===== src/rtl/rv_enc_pkg.sv =====
// rv_enc_pkg
// Shared definitions for the RV32I instruction encoder and the decoder side:
//   - fmt_e     : instruction format codes carried on in_fmt (6 and 7 unused)
//   - OP_*      : base opcode constants
//   - ENTRY_W   : width of one buffered {inst, err} entry
//   - entry_t   : packed view of one buffered entry
//   - upper_uniform() : sign-run check used by the immediate range checks
package rv_enc_pkg;

  typedef enum logic [2:0] {
    FMT_R = 3'd0,
    FMT_I = 3'd1,
    FMT_S = 3'd2,
    FMT_B = 3'd3,
    FMT_U = 3'd4,
    FMT_J = 3'd5
  } fmt_e;

  localparam logic [6:0] OP_LUI    = 7'h37;
  localparam logic [6:0] OP_AUIPC  = 7'h17;
  localparam logic [6:0] OP_JAL    = 7'h6F;
  localparam logic [6:0] OP_JALR   = 7'h67;
  localparam logic [6:0] OP_BRANCH = 7'h63;
  localparam logic [6:0] OP_LOAD   = 7'h03;
  localparam logic [6:0] OP_STORE  = 7'h23;
  localparam logic [6:0] OP_IMM    = 7'h13;
  localparam logic [6:0] OP_REG    = 7'h33;

  localparam int ENTRY_W = 33;

  typedef struct packed {
    logic [31:0] inst;
    logic        err;
  } entry_t;

  // True when imm[31:lsb] are all ones or all zeros, i.e. the value is a
  // correctly sign-extended quantity of (lsb+1) bits.
  function automatic logic upper_uniform(input logic [31:0] imm,
                                         input int unsigned lsb);
    logic [31:0] mask;
    mask = 32'hFFFF_FFFF << lsb;
    return ((imm & mask) == mask) || ((imm & mask) == 32'h0);
  endfunction

endpackage


===== src/rtl/sync_fifo.sv =====
// sync_fifo
// Single-clock FIFO with valid/ready on both sides.
// Parameters:
//   WIDTH : entry width in bits
//   DEPTH : number of entries, power of two, at least 2
// Ports:
//   clk, resetn   : clock, asynchronous active-low reset
//   flush         : synchronous clear of both pointers
//   wr_valid/ready: write side; wr_ready is low during reset, when full or
//                   while flush is high
//   wr_data       : entry written on wr_valid & wr_ready
//   rd_valid/ready: read side; rd_valid means the head entry is present
//   rd_data       : head entry (raw storage, not gated by rd_valid)
module sync_fifo #(
  parameter int WIDTH = 33,
  parameter int DEPTH = 4
) (
  input  logic             clk,
  input  logic             resetn,
  input  logic             flush,
  input  logic             wr_valid,
  output logic             wr_ready,
  input  logic [WIDTH-1:0] wr_data,
  output logic             rd_valid,
  input  logic             rd_ready,
  output logic [WIDTH-1:0] rd_data
);

  localparam int AW = $clog2(DEPTH);
  localparam logic [AW:0] PTR_ONE = {{AW{1'b0}}, 1'b1};

  logic [WIDTH-1:0] mem [DEPTH];
  logic [AW:0]      wr_ptr;
  logic [AW:0]      rd_ptr;
  logic             out_of_reset;
  logic             full;
  logic             empty;
  logic             do_write;
  logic             do_read;

  // The extra pointer MSB separates full (MSBs differ) from empty (equal).
  assign empty    = (wr_ptr == rd_ptr);
  assign full     = (wr_ptr[AW] != rd_ptr[AW]) &&
                    (wr_ptr[AW-1:0] == rd_ptr[AW-1:0]);
  assign wr_ready = out_of_reset & ~full & ~flush;
  assign rd_valid = ~empty;
  assign rd_data  = mem[rd_ptr[AW-1:0]];
  assign do_write = wr_valid & wr_ready;
  assign do_read  = rd_valid & rd_ready;

  // Holds wr_ready low while reset is asserted and releases it on the first
  // clock edge after reset goes away.
  always_ff @(posedge clk or negedge resetn) begin
    if (!resetn) begin
      out_of_reset <= 1'b0;
    end else begin
      out_of_reset <= 1'b1;
    end
  end

  // Pointer update. Flush wins over any read in the same cycle; a write
  // cannot coincide with flush because wr_ready is low then.
  always_ff @(posedge clk or negedge resetn) begin
    if (!resetn) begin
      wr_ptr <= '0;
      rd_ptr <= '0;
    end else if (flush) begin
      wr_ptr <= '0;
      rd_ptr <= '0;
    end else begin
      if (do_write) begin
        wr_ptr <= wr_ptr + PTR_ONE;
      end
      if (do_read) begin
        rd_ptr <= rd_ptr + PTR_ONE;
      end
    end
  end

  // Storage array; contents need no reset since rd_valid qualifies them.
  always_ff @(posedge clk) begin
    if (do_write) begin
      mem[wr_ptr[AW-1:0]] <= wr_data;
    end
  end

endmodule


===== src/rtl/inst_encoder.sv =====
// inst_encoder
// Packs decoded RV32I fields into 32-bit instruction words, range-checks the
// immediate and queues {inst, err} in a small output FIFO.
// Parameters:
//   FIFO_DEPTH : output buffer entries (power of two, at least 2)
// Ports:
//   clk, resetn          : clock, asynchronous active-low reset
//   flush                : synchronous clear of the output buffer
//   in_valid / in_ready  : field bundle handshake
//   in_fmt               : format code (see rv_enc_pkg::fmt_e)
//   in_opcode, in_rd, in_rs1, in_rs2, in_funct3, in_funct7, in_imm : fields
//   out_valid / out_ready: encoded word handshake
//   out_inst, out_err    : head word and its range-check flag, 0 when idle
//   count                : output handshakes since reset, wraps at 16 bits
module inst_encoder
  import rv_enc_pkg::*;
#(
  parameter int FIFO_DEPTH = 4
) (
  input  logic        clk,
  input  logic        resetn,
  input  logic        flush,
  input  logic        in_valid,
  output logic        in_ready,
  input  logic [2:0]  in_fmt,
  input  logic [6:0]  in_opcode,
  input  logic [4:0]  in_rd,
  input  logic [4:0]  in_rs1,
  input  logic [4:0]  in_rs2,
  input  logic [2:0]  in_funct3,
  input  logic [6:0]  in_funct7,
  input  logic [31:0] in_imm,
  output logic        out_valid,
  input  logic        out_ready,
  output logic [31:0] out_inst,
  output logic        out_err,
  output logic [15:0] count
);

  logic [31:0]        enc_inst;
  logic               enc_ok;
  entry_t             wr_entry;
  entry_t             head;
  logic [ENTRY_W-1:0] fifo_rd_data;
  logic               fifo_rd_valid;

  // Field packing and immediate range check for each format. Illegal
  // format codes fall through to the default and are flagged as errors.
  always_comb begin
    enc_inst = 32'h0;
    enc_ok   = 1'b0;
    case (in_fmt)
      FMT_R: begin
        enc_inst = {in_funct7, in_rs2, in_rs1, in_funct3, in_rd, in_opcode};
        enc_ok   = 1'b1;
      end
      FMT_I: begin
        enc_inst = {in_imm[11:0], in_rs1, in_funct3, in_rd, in_opcode};
        enc_ok   = upper_uniform(in_imm, 11);
      end
      FMT_S: begin
        enc_inst = {in_imm[11:5], in_rs2, in_rs1, in_funct3, in_imm[4:0],
                    in_opcode};
        enc_ok   = upper_uniform(in_imm, 11);
      end
      FMT_B: begin
        enc_inst = {in_imm[12], in_imm[10:5], in_rs2, in_rs1, in_funct3,
                    in_imm[4:1], in_imm[11], in_opcode};
        enc_ok   = upper_uniform(in_imm, 12) & ~in_imm[0];
      end
      FMT_U: begin
        enc_inst = {in_imm[31:12], in_rd, in_opcode};
        enc_ok   = (in_imm[11:0] == 12'h0);
      end
      FMT_J: begin
        enc_inst = {in_imm[20], in_imm[10:1], in_imm[11], in_imm[19:12],
                    in_rd, in_opcode};
        enc_ok   = upper_uniform(in_imm, 20) & ~in_imm[0];
      end
      default: begin
        enc_inst = 32'h0;
        enc_ok   = 1'b0;
      end
    endcase
  end

  // A failed check stores an all-zero word so the consumer never sees a
  // partially valid encoding.
  always_comb begin
    wr_entry.inst = enc_ok ? enc_inst : 32'h0;
    wr_entry.err  = ~enc_ok;
  end

  sync_fifo #(
    .WIDTH (ENTRY_W),
    .DEPTH (FIFO_DEPTH)
  ) u_fifo (
    .clk      (clk),
    .resetn   (resetn),
    .flush    (flush),
    .wr_valid (in_valid),
    .wr_ready (in_ready),
    .wr_data  (wr_entry),
    .rd_valid (fifo_rd_valid),
    .rd_ready (out_ready),
    .rd_data  (fifo_rd_data)
  );

  assign head      = entry_t'(fifo_rd_data);
  assign out_valid = fifo_rd_valid;
  assign out_inst  = fifo_rd_valid ? head.inst : 32'h0;
  assign out_err   = fifo_rd_valid ? head.err  : 1'b0;

  // Output handshake counter; flush leaves it alone, only reset clears it.
  always_ff @(posedge clk or negedge resetn) begin
    if (!resetn) begin
      count <= 16'h0;
    end else if (fifo_rd_valid && out_ready) begin
      count <= count + 16'h1;
    end
  end

endmodule

===== config.mk =====
export PLATFORM = sky130hd
export DESIGN_NAME = inst_encoder
export DESIGN_NICKNAME = d
export VERILOG_FILES = /design/src/rtl/rv_enc_pkg.sv /design/src/rtl/sync_fifo.sv /design/src/rtl/inst_encoder.sv
export SDC_FILE = /design/constraint.sdc
export NUM_CORES = 1
export LEC_CHECK = 0
export ABC_AREA = 1
export BUFFER_PORTS_ARGS = -buffer_cell sky130_fd_sc_hd__buf_2
export CORE_MARGIN = 1.5
export CORE_UTILIZATION = 45
export DETAILED_ROUTE_END_ITERATION = 7
export PLACE_DENSITY_LB_ADDON = 0.12
export SETUP_SLACK_MARGIN = 0.02
export SLEW_MARGIN = 10
export SYNTH_ARGS = -nofsm -noshare
export SYNTH_HDL_FRONTEND = slang
export SYNTH_SLANG_ARGS = --single-unit

===== constraint.sdc =====
create_clock -name clk -period 3.1 [get_ports clk]
set_input_delay 0.465 -clock clk [delete_from_list [all_inputs] [get_ports clk]]
set_output_delay 0.465 -clock clk [all_outputs]
set_load 0.01 [all_outputs]

Yosys cells after proc, flatten, opt, wreduce, memory -nomap -nowiden
Memory sizes are Yosys's and may differ from the RTL's.
Index checks and enable logic that the tools add are counted.
{"block": "word_totals", "regBits": 23, "latch_bits": 0, "mem_bits_rw": 132, "mem_bits_ro": 0, "input_bits": 72, "out_inout_bits": 51, "wordCells": 54, "mem_count": 1}
{"memory": "u_fifo.mem", "words": 4, "width": 33, "rd": 1, "rd_ports_with_merged_regs": 0, "wr": 1, "line": "sync_fifo.sv:32", "text": "logic [WIDTH-1:0] mem [DEPTH];"}
{"block": "classes", "add_sub_neg": 3, "multipliers": 0, "div_mod_pow": 0, "order_cmp": 0, "n_eq_ne": 11, "n_shift": 0, "n_mux": 11, "bitwise": 11, "reduce_logical": 13}
{"cell": "$pmux 32 s6", "n": 1}
{"cell": "$logic_not 32->1", "n": 3}
{"cell": "$mux 32", "n": 2}
{"cell": "$eq 21x21->1 const B", "n": 1}
{"cell": "$eq 20x20->1 const B", "n": 1}
{"cell": "$add 16x1->16 const B", "n": 1}
{"cell": "$eq 12x12->1 const B", "n": 1}
{"cell": "$logic_not 12->1", "n": 1}
{"cell": "$mux 3", "n": 4}
{"cell": "$add 3x1->3 const B", "n": 2}
{"cell": "$and 1x1->1", "n": 6}
{"cell": "$eq 3x2->1 const B", "n": 2}
{"cell": "$eq 3x3->1 const B", "n": 2}
{"cell": "$not 1->1", "n": 5}
{"cell": "$pmux 1 s5", "n": 1}
{"cell": "$reduce_bool 2->1", "n": 2}
{"cell": "$eq 3x1->1 const B", "n": 1}
{"cell": "$eq 3x3->1", "n": 1}
{"cell": "$logic_not 3->1", "n": 1}
{"cell": "$logic_or 1x1->1", "n": 3}
{"cell": "$mux 1", "n": 3}
{"cell": "$eq 2x2->1", "n": 1}
{"cell": "$logic_and 1x1->1", "n": 2}
{"cell": "$reduce_or 2->1", "n": 1}
{"cell": "$ne 1x1->1", "n": 1}

Longest topological paths before layout
Gate-level depths: netlist of run 1.
{"block": "depth", "word_depth": 8, "depth_mapped": 11, "ltp_nobuf": 9}

By module
Synthesis of run 1 repeated with hierarchy kept, for this count alone.
{"block": "unflattened", "cells_unflattened": 744, "area_unflattened_um2": 7364.6}
{"module": "sync_fifo", "instances": 1, "cells_each": 384, "area_each_um2": 5351.4, "seq_area_each_um2": 4139.0}
{"module": "inst_encoder", "instances": 1, "cells_each": 360, "area_each_um2": 2013.2, "seq_area_each_um2": 400.4}

Worst setup path before layout of run 1
Ideal clock, no wire load.
{"block": "synth_timing", "path_kind": "register to register", "startpoint": "register u_fifo.rd_ptr[1]", "endpoint": "memory u_fifo.mem[0][0] (enable)", "setup_ns": 0.423, "t_arrival_ns": 2.391, "required_time_ns": 2.677, "path_slack_ns": 0.286, "stages_incl_launch_ff": 6, "path_buffers": 0, "synth_period_minus_slack_ns": 2.814, "cell_sequence": "dfrtp_1 > xor2_1 > nor2_2 > nand2_1 > nand4_1 > nor2_1"}
{"block": "synth_between", "elab_chain_len": 8}
{"item": "start, declared", "line": "sync_fifo.sv:34", "text": "logic [AW:0] rd_ptr;"}
{"item": "start signal, assigned", "line": "sync_fifo.sv:75", "text": "rd_ptr <= rd_ptr + PTR_ONE;"}
{"item": "$eq 2x2->1", "line": "sync_fifo.sv:44", "text": "(wr_ptr[AW-1:0] == rd_ptr[AW-1:0]);"}
{"item": "$logic_and 1x1->1", "line": "sync_fifo.sv:43", "text": "assign full = (wr_ptr[AW] != rd_ptr[AW]) &&"}
{"item": "$not 1->1", "line": "sync_fifo.sv:45", "text": "assign wr_ready = out_of_reset & ~full & ~flush;"}
{"item": "$and 1x1->1 (2 in a row)", "line": "sync_fifo.sv:45"}
{"item": "$and 1x1->1", "line": "sync_fifo.sv:48", "text": "assign do_write = wr_valid & wr_ready;"}
{"item": "$mux 1", "line": "sync_fifo.sv:82", "text": "if (do_write) begin"}
{"item": "$mux 1 (not written as such)", "line": "sync_fifo.sv:83", "text": "mem[wr_ptr[AW-1:0]] <= wr_data;"}
{"item": "end, declared", "line": "sync_fifo.sv:32"}
No other way between the ends.

Final worst setup path of run 1
{"block": "layout_timing", "startpoint": "register u_fifo.rd_ptr[0]", "endpoint": "output out_inst[11]"}
{"block": "layout_between", "elab_chain_len": 2, "elab_cells_between_ends": 3, "cone_classes": "1 x eq/ne; 1 x mux; 1 x memory"}
{"item": "$mem_v2 4x33 / $eq 3x3->1 (equally long branches)"}
{"item": "$mux 32 *", "line": "inst_encoder.sv:111", "text": "assign out_inst = fifo_rd_valid ? head.inst : 32'h0;"}
{"item": "end, declared", "line": "inst_encoder.sv:35", "text": "output logic [31:0] out_inst,"}
Mark *: on every way between the ends. The rest lies on a longest branch, timed or not.

==> results_tabular.tex, run 1 <==
\begin{tabular}{lr}
\hline
Metric & Value \\
\hline
\multicolumn{2}{l}{\textbf{STA}} \\
\quad Slew Viols, Final & 0 \\
\quad Maximum achievable frequency & about 370 MHz \\
\quad Setup total negative slack & 0 ps \\
\quad Relative slew slack & 0.542 \\
\quad Final worst-path cycle share & 0.867 \\
\quad Final worst path period need & around 2700 ps \\
\quad Setup repair after global routing missed its margin & false \\
\quad Final count of negative-setup-slack endpoints & 0 \\
\quad Slew of the pin with the lowest slew margin & 687 ps \\
\quad Final setup skew & between 10 and 15 ps \\
\quad Final count of hold timing violations & 0 \\
\multicolumn{2}{l}{\textbf{Drt}} \\
\quad Wirelength, routed & 18,500 um \\
\quad Met2 Wirelength & 8860 um \\
\quad Final ANT Viol Nets & 0 \\
\quad DRC viols & 0 \\
\quad Max Used Layer & met4 \\
\quad Via-per-instance ratio & 5.24 \\
\quad Detailed-routed wire length on met3 & 964 um \\
\quad Detailed-routing wirelength on met1 & 8500 um \\
\quad Number of design-rule violations left by the first detailed-router iteration & 484 \\
\quad Final routed wire length divided by cell count & 16.7 um \\
\quad Total vias in the final route & 5,815 \\
\quad DR pass1 iterations & 4 \\
\multicolumn{2}{l}{\textbf{Setup path}} \\
\quad Kind of critical path & register to output pin \\
\quad Data required, critical path & 2630 ps \\
\quad Reg2Reg Depth & 6 \\
\quad Worst path top cell family by delay & buffers and inverters \\
\quad Critical Path Source Type & register \\
\quad Arrival @ worst endpoint & 2220 ps \\
\quad Max stage delay on crit path & roughly 470 ps \\
\quad Worst Setup End Kind & output pin \\
\quad Critical-path cell list & inv\_2, buf\_4, nor2\_1, o32ai\_1, nand2\_1, inv\_1, buf\_2 \\
\quad Slowest cell on crit path & sky130\_fd\_sc\_hd\_\_dfrtp\_2 \\
\quad Buffering stage count on the worst path with inverters included & 4 \\
\quad Worst Path Max Fanout & 24 \\
\quad Crit Reg-Reg Endpoint & u\_fifo.mem[3][13] \\
\quad Register-to-Register Setup Slack & 850 ps \\
\quad Startpoint of the worst-slack reg-to-reg timing path & u\_fifo.rd\_ptr[0] \\
\multicolumn{2}{l}{\textbf{Outcome}} \\
\quad Result of the run & finished clean \\
\multicolumn{2}{l}{\textbf{Clocking}} \\
\quad Clock input transition at the sequential cells of the worst setup and hold paths & 60 ps \\
\quad Clock Root Buffer & sky130\_fd\_sc\_hd\_\_clkbuf\_16 \\
\quad TritonCTS Sinks & 155 \\
\quad Clock tree from TritonCTS & yes \\
\quad Number of buffers created by CTS & 17 \\
\quad Max H-tree Level & 4 \\
\quad Number of buffers added for setup after CTS & 0 \\
\quad CTS Buffer Depth & 2 \\
\quad Clk Latency, worst-skew pair & between 400 and 500 ps \\
\quad Number of resized instances in the post-cts repair step & 0 \\
\quad CTS Hold Buffers Added & 0 \\
\multicolumn{2}{l}{\textbf{Finish}} \\
\quad Combined flip-flop and latch cell area & 4540 um2 \\
\quad Post-layout nets & 953 \\
\quad Area taken by multi-input logic gates & 2590 um2 \\
\quad Final cell utilization of the core & 0.547 \\
\quad Filler cells & 1,487 \\
\quad Area growth syn-to-layout & 19.0\% \\
\quad Layout cells sized above 1 & 0.244 \\
\multicolumn{2}{l}{\textbf{Yosys}} \\
\quad Cell area after technology mapping & about 7600 um2 \\
\quad Main area contributors after synthesis & sky130\_fd\_sc\_hd\_\_edfxtp\_1 (52\%), sky130\_fd\_sc\_hd\_\_nor2\_1 (8.1\%), sky130\_fd\_sc\_hd\_\_dfrtp\_1 (7.6\%), sky130\_fd\_sc\_hd\_\_nand2\_1 (5.6\%), sky130\_fd\_sc\_hd\_\_inv\_1 (3.8\%) \\
\quad Multiplexer area fraction after synthesis & 0.00791 \\
\quad Distinct cells, synth & 38 \\
\quad Combinational family with the most area after synthesis & simple AND/OR/NAND/NOR gates \\
\quad Number of enable flip-flop cells after synthesis & 132 \\
\quad Share of the synthesized area in the top cell type & 0.522 \\
\quad Most frequent cell after synthesis & sky130\_fd\_sc\_hd\_\_nor2\_1 \\
\quad Number of warnings issued by yosys & 0 \\
\quad Ys async rst share & 0.148 \\
\quad Post-synthesis sequential area ratio & 0.598 \\
\quad Post-Synth Adder-Cell Area & 0.00988 \\
\quad Top cell types by occurrence after synthesis & sky130\_fd\_sc\_hd\_\_nor2\_1 (163), sky130\_fd\_sc\_hd\_\_edfxtp\_1 (132), sky130\_fd\_sc\_hd\_\_nand2\_1 (114) \\
\quad Number of nets produced by synthesis & 833 \\
\quad Top cell type by total area after synthesis & sky130\_fd\_sc\_hd\_\_edfxtp\_1 \\
\quad Xor/xnor share of the synthesized area & 0.0219 \\
\quad Area fraction in compound gates after synthesis & 0.126 \\
\quad Simple-Gate Fraction of Synth Area & 0.170 \\
\quad Flip-flop cell with the highest count after synthesis & sky130\_fd\_sc\_hd\_\_edfxtp\_1 \\
\quad Number of flip-flops and latches in the synthesized netlist & 155 \\
\quad Number of instances in the synthesized netlist & between 700 and 800 \\
\quad Mapped Avg Cell Area & around 10 um2 \\
\multicolumn{2}{l}{\textbf{Die}} \\
\quad Number of rows in the core area & 47 \\
\quad Die Y-Extent & approximately 130 um \\
\quad Core box area & roughly 17,000 um2 \\
\quad Effective utilization at floorplan & 0.460 \\
\quad Die Outline Area & 17,700 um2 \\
\quad Count of boundary I/O pins & approximately 120 \\
\quad Die X & around 130 um \\
\multicolumn{2}{l}{\textbf{GRT}} \\
\quad Number of antenna violations at the first check in global routing & 1 \\
\quad Total congestion overflow after global routing & 0 \\
\quad Via count of the first global-routing pass & 5,781 \\
\quad Maximum number of pins on one net before global-route repair & just under 70 \\
\quad Global-route wire length before repair & 29,500 um \\
\quad Total GRT Usage & 0.216 \\
\multicolumn{2}{l}{\textbf{Power and ir drop}} \\
\quad Overall Power & around 5300 uW \\
\quad P per Cell Area & just under 600 nW/um2 \\
\quad Leakage power summed over all cells & a little under 0.004 uW \\
\quad Peak supply drop & 0.000346 V \\
\multicolumn{2}{l}{\textbf{Placed design}} \\
\quad Port bufs & 122 \\
\quad Final Wtd Congestion & between 0.9 and 1 \\
\quad DP HPWL & 12,400 um \\
\multicolumn{2}{l}{\textbf{Run}} \\
\quad Max Cap Viol & 0 \\
\multicolumn{2}{l}{\textbf{Worst hold path}} \\
\quad Path type of the worst min-delay path & input pin to asynchronous set/reset pin \\
\hline
\end{tabular}
[stage by stage]
stage | hold slack [ps] | cells | setup WS, ps | area [um2]
after global placement | 468 | 1076 | 830 | 8460
after detailed placement | 471 | 1076 | 771 | 8460
after CTS | 12.3 | 1108 | 400 | 9040
after floorplan | 169 | 755 | 286 | 7600
after global routing | 48.1 | 1108 | 233 | 9040
final | 13.1 | 1109 | 412 | 9040
[cell type report]
type / count / share of cell area
timing repair buffer: 135 / 0.0825
clock buffer: 17 / 0.0471
multi-input combinational: 483 / 0.286
inverter: 83 / 0.0345
antenna: 1 / 0.000277
sequential: 155 / 0.502
clock inverter: 15 / 0.0167
tap: 220 / 0.0304
[layer usage]
layer,vias to the layer above,GRT usage
met4,0,0.0690
met2,196,0.348
li1,2822,-
met3,12,0.0421
met1,2785,0.295
met5,-,0
[state kept, by name, summed over array words and instances, names as in the netlist]
name,flops
u_fifo.wr_ptr,3
count,16
u_fifo.out_of_reset,1
u_fifo.mem,132
u_fifo.rd_ptr,3
[power breakdown]
group          total [uW]  internal [uW]  switching [uW]
Clock                2010           1130             874
Sequential           2360           2310            46.9
Combinational         927            326             601
Total                5290           3770            1520
[worst register-to-register path: stages, from the launching register on]
cell                      delay, ps
sky130_fd_sc_hd__dfrtp_2        470
sky130_fd_sc_hd__xor2_1         210
sky130_fd_sc_hd__nor2_2          80
sky130_fd_sc_hd__nand2_1         90
sky130_fd_sc_hd__nand4_1        440
sky130_fd_sc_hd__nor2_4         240
sky130_fd_sc_hd__buf_4          380
[cells in the final DEF, fill, tap and decap left out, types with 14 or more instances in the layout]
cell	instances
sky130_fd_sc_hd__edfxtp_1	132
sky130_fd_sc_hd__dfrtp_1	21
sky130_fd_sc_hd__clkbuf_16	17
sky130_fd_sc_hd__nor2_1	159
sky130_fd_sc_hd__buf_2	122
sky130_fd_sc_hd__inv_1	77
sky130_fd_sc_hd__o32ai_1	33
sky130_fd_sc_hd__a21oi_2	28
sky130_fd_sc_hd__o21ai_0	44
sky130_fd_sc_hd__nand2_1	114
sky130_fd_sc_hd__nand3_1	14
[worst max path at each step]
stage / start / cells after the start / slack [ps] / to
floorplan: u_fifo.rd_ptr[1] / 5 / 290 / u_fifo.mem[0][0]
CTS: u_fifo.rd_ptr[0] / 7 / 400 / out_inst[1]
global route: u_fifo.rd_ptr[0] / 7 / 230 / out_err
detailed placement: in_fmt[2] / 10 / 770 / u_fifo.mem[0][31]
global placement: in_imm[22] / 8 / 830 / u_fifo.mem[0][0]
finish: u_fifo.rd_ptr[0] / 7 / 410 / out_inst[11]
[cell families (layout without fill, tap and decap cells)]
group,count (synthesis),in the layout
flip-flops,155,155
adder cells (fa/ha/maj),6,6
multiplexers,6,6
other,1,2
AO/OA/AOI/OAI,135,135
buffers and inverters,117,250
AND/OR/NAND/NOR,316,316
XOR/XNOR,19,19
Note: power is estimated with default switching activity, not from simulation.
==> run 2: changes to the inputs <==
ABC_CLOCK_PERIOD_IN_PS = 3100   (was default)
PLACE_DENSITY_LB_ADDON = 0.15   (was 0.12)
==> results_tabular.tex, run 2 (same netlist as run 1, synthesis figures left out) <==
\begin{tabular}{lr}
\hline
Metric & Value \\
\hline
\multicolumn{2}{l}{\textbf{Outcome}} \\
\quad Result of the run & finished clean \\
\multicolumn{2}{l}{\textbf{Drt}} \\
\quad Wirelength, routed & 18,300 um \\
\quad Final ANT Viol Nets & 0 \\
\quad Via-per-instance ratio & just over 5 \\
\quad DR pass1 iterations & 5 \\
\quad Number of design-rule violations left by the first detailed-router iteration & roughly 390 \\
\quad Total vias in the final route & 5,741 \\
\quad DRC viols & 0 \\
\quad Final routed wire length divided by cell count & 16.5 um \\
\multicolumn{2}{l}{\textbf{STA}} \\
\quad Slew of the pin with the lowest slew margin & 693 ps \\
\quad Setup repair after global routing missed its margin & false \\
\quad Final count of negative-setup-slack endpoints & 0 \\
\quad Hold WS & approximately 16 ps \\
\quad Relative slew slack & 0.538 \\
\quad Final setup skew & 10.4 ps \\
\quad Final worst path period need & 2700 ps \\
\quad Slew Viols, Final & 0 \\
\quad Setup total negative slack & 0 ps \\
\quad Maximum achievable frequency & roughly 370 MHz \\
\quad Final worst-path cycle share & 0.872 \\
\quad Final count of hold timing violations & 0 \\
\multicolumn{2}{l}{\textbf{GRT}} \\
\quad Total congestion overflow after global routing & 0 \\
\quad Maximum number of pins on one net before global-route repair & about 70 \\
\quad Total GRT Usage & 0.216 \\
\quad Number of antenna violations at the first check in global routing & 1 \\
\quad Via count of the first global-routing pass & 5,521 \\
\quad Global-route wire length before repair & 29,100 um \\
\multicolumn{2}{l}{\textbf{Setup path}} \\
\quad Arrival @ worst endpoint & 2240 ps \\
\quad Slowest cell on crit path & sky130\_fd\_sc\_hd\_\_buf\_4 \\
\quad Worst Path Max Fanout & 60 \\
\quad Data required, critical path & 2630 ps \\
\quad Critical Path Source Type & register \\
\quad Source of the critical timing path & u\_fifo.rd\_ptr[0] \\
\quad Worst Setup End Kind & output pin \\
\quad Startpoint of the worst-slack reg-to-reg timing path & u\_fifo.rd\_ptr[0] \\
\quad Kind of critical path & register to output pin \\
\quad Critical-path cell list & buf\_4, nor2\_1, o32ai\_1, nand2\_1, inv\_1, buf\_2 \\
\quad Max stage delay on crit path & $\sim$560 ps \\
\multicolumn{2}{l}{\textbf{Power and ir drop}} \\
\quad P per Cell Area & 586 nW/um2 \\
\quad Overall Power & 5320 uW \\
\quad Leakage power summed over all cells & 0.00396 uW \\
\quad Peak supply drop & 0.000445 V \\
\multicolumn{2}{l}{\textbf{Finish}} \\
\quad Area growth syn-to-layout & 19.4\% \\
\quad Most frequent standard cell in the layout excluding fill and tap cells & sky130\_fd\_sc\_hd\_\_nor2\_1 \\
\quad Flip-flop count of the largest register after layout & between 100 and 150 \\
\quad Layout cells sized above 1 & 0.246 \\
\quad Commonest non-fill, non-tap cells in the layout & sky130\_fd\_sc\_hd\_\_nor2\_1 (159), sky130\_fd\_sc\_hd\_\_edfxtp\_1 (132), sky130\_fd\_sc\_hd\_\_buf\_2 (122), sky130\_fd\_sc\_hd\_\_nand2\_1 (114), sky130\_fd\_sc\_hd\_\_inv\_1 (77) \\
\quad Post-layout nets & 954 \\
\multicolumn{2}{l}{\textbf{Die}} \\
\quad Die X & about 130 um \\
\quad Die Y-Extent & 133 um \\
\quad Core box area & 16,500 um2 \\
\quad Die Outline Area & 17,700 um2 \\
\quad Count of boundary I/O pins & between 100 and 150 \\
\quad Number of rows in the core area & 47 \\
\quad Effective utilization at floorplan & 0.460 \\
\multicolumn{2}{l}{\textbf{Placed design}} \\
\quad Final Wtd Congestion & a little under 0.9 \\
\quad DP HPWL & around 12,000 um \\
\quad Port bufs & 122 \\
\multicolumn{2}{l}{\textbf{Clocking}} \\
\quad TritonCTS Sinks & 155 \\
\quad Number of buffers created by CTS & 17 \\
\quad CTS Buffer Depth & 2 \\
\quad Clock tree from TritonCTS & yes \\
\quad Max H-tree Level & 4 \\
\quad Number of resized instances in the post-cts repair step & 0 \\
\quad Clock input transition at the sequential cells of the worst setup and hold paths & 60 ps \\
\quad Clock Root Buffer & sky130\_fd\_sc\_hd\_\_clkbuf\_16 \\
\quad Clk Latency, worst-skew pair & 420 ps \\
\quad CTS Hold Buffers Added & 0 \\
\quad Number of buffers added for setup after CTS & 0 \\
\multicolumn{2}{l}{\textbf{Worst hold path}} \\
\quad Path type of the worst min-delay path & input pin to asynchronous set/reset pin \\
\multicolumn{2}{l}{\textbf{Run}} \\
\quad Max Cap Viol & 0 \\
\hline
\end{tabular}
## run 2: changes by cell type in the layout (fill, tap and decap cells not counted), sizes merged
cell / before / now
buf: 135 / 136
bufinv: 1 / 2
clkinvlp: 1 / 3
clkinv: 5 / 10
inv: 91 / 83
## run 2: where the power goes
group	switching (uW)	internal, uW
clock	828	1200
sequential	49.5	2310
combinational	599	332
## run 2: stage by stage
stage / utilization / setup WS, ps / cells / instance area, um2
finish: 0.549 / 397 / 1110 / 9070
global route: 0.548 / 194 / 1109 / 9060
floorplan: - / 286 / 755 / 7600
detailed placement: 0.513 / 640 / 1077 / 8470
CTS: 0.548 / 376 / 1109 / 9060
global placement: 0.513 / 744 / 1077 / 8470
## run 2: path summary, 6_finish.rpt
kind / end / slack [ps] / depth (start not counted)
min: u_fifo.rd_ptr[2] / 20 / 1
min reg2reg: count[3] / 520 / 1
max reg2reg: u_fifo.mem[0][31] / 830 / 6
max: out_inst[31] / 400 / 6
min in group clk: u_fifo.rd_ptr[1] / 230 / 2
max in group asynchronous: u_fifo.rd_ptr[0] / 2710 / 1
## run 2: worst max-delay path: cells and delay by family (launching register included)
| kind | cells | cell delay [ps] |
|---|---|---|
| buf+inv | 3 | 760 |
| compound gates | 1 | 300 |
| flops | 1 | 470 |
| simple gates | 2 | 260 |
## run 2: cell type report
| cell class | instances | area, um2 |
|---|---|---|
| inverter | 83 | 312 |
| timing repair buffer | 136 | 753 |
| multi-input combinational | 483 | 2590 |
| fill | 1490 | 7460 |
| tap | 220 | 275 |
| clock buffer | 17 | 425 |
| clock inverter | 15 | 169 |
| sequential | 155 | 4540 |
| antenna | 1 | 2.50 |
## run 2: metal layers
metal	part of all wire	vias up	global-route usage
li1	-	2818	-
met5	0	-	0
met2	0.48	209	0.354
met4	0.013	0	0.0672
met1	0.45	2703	0.287
met3	0.057	11	0.0479
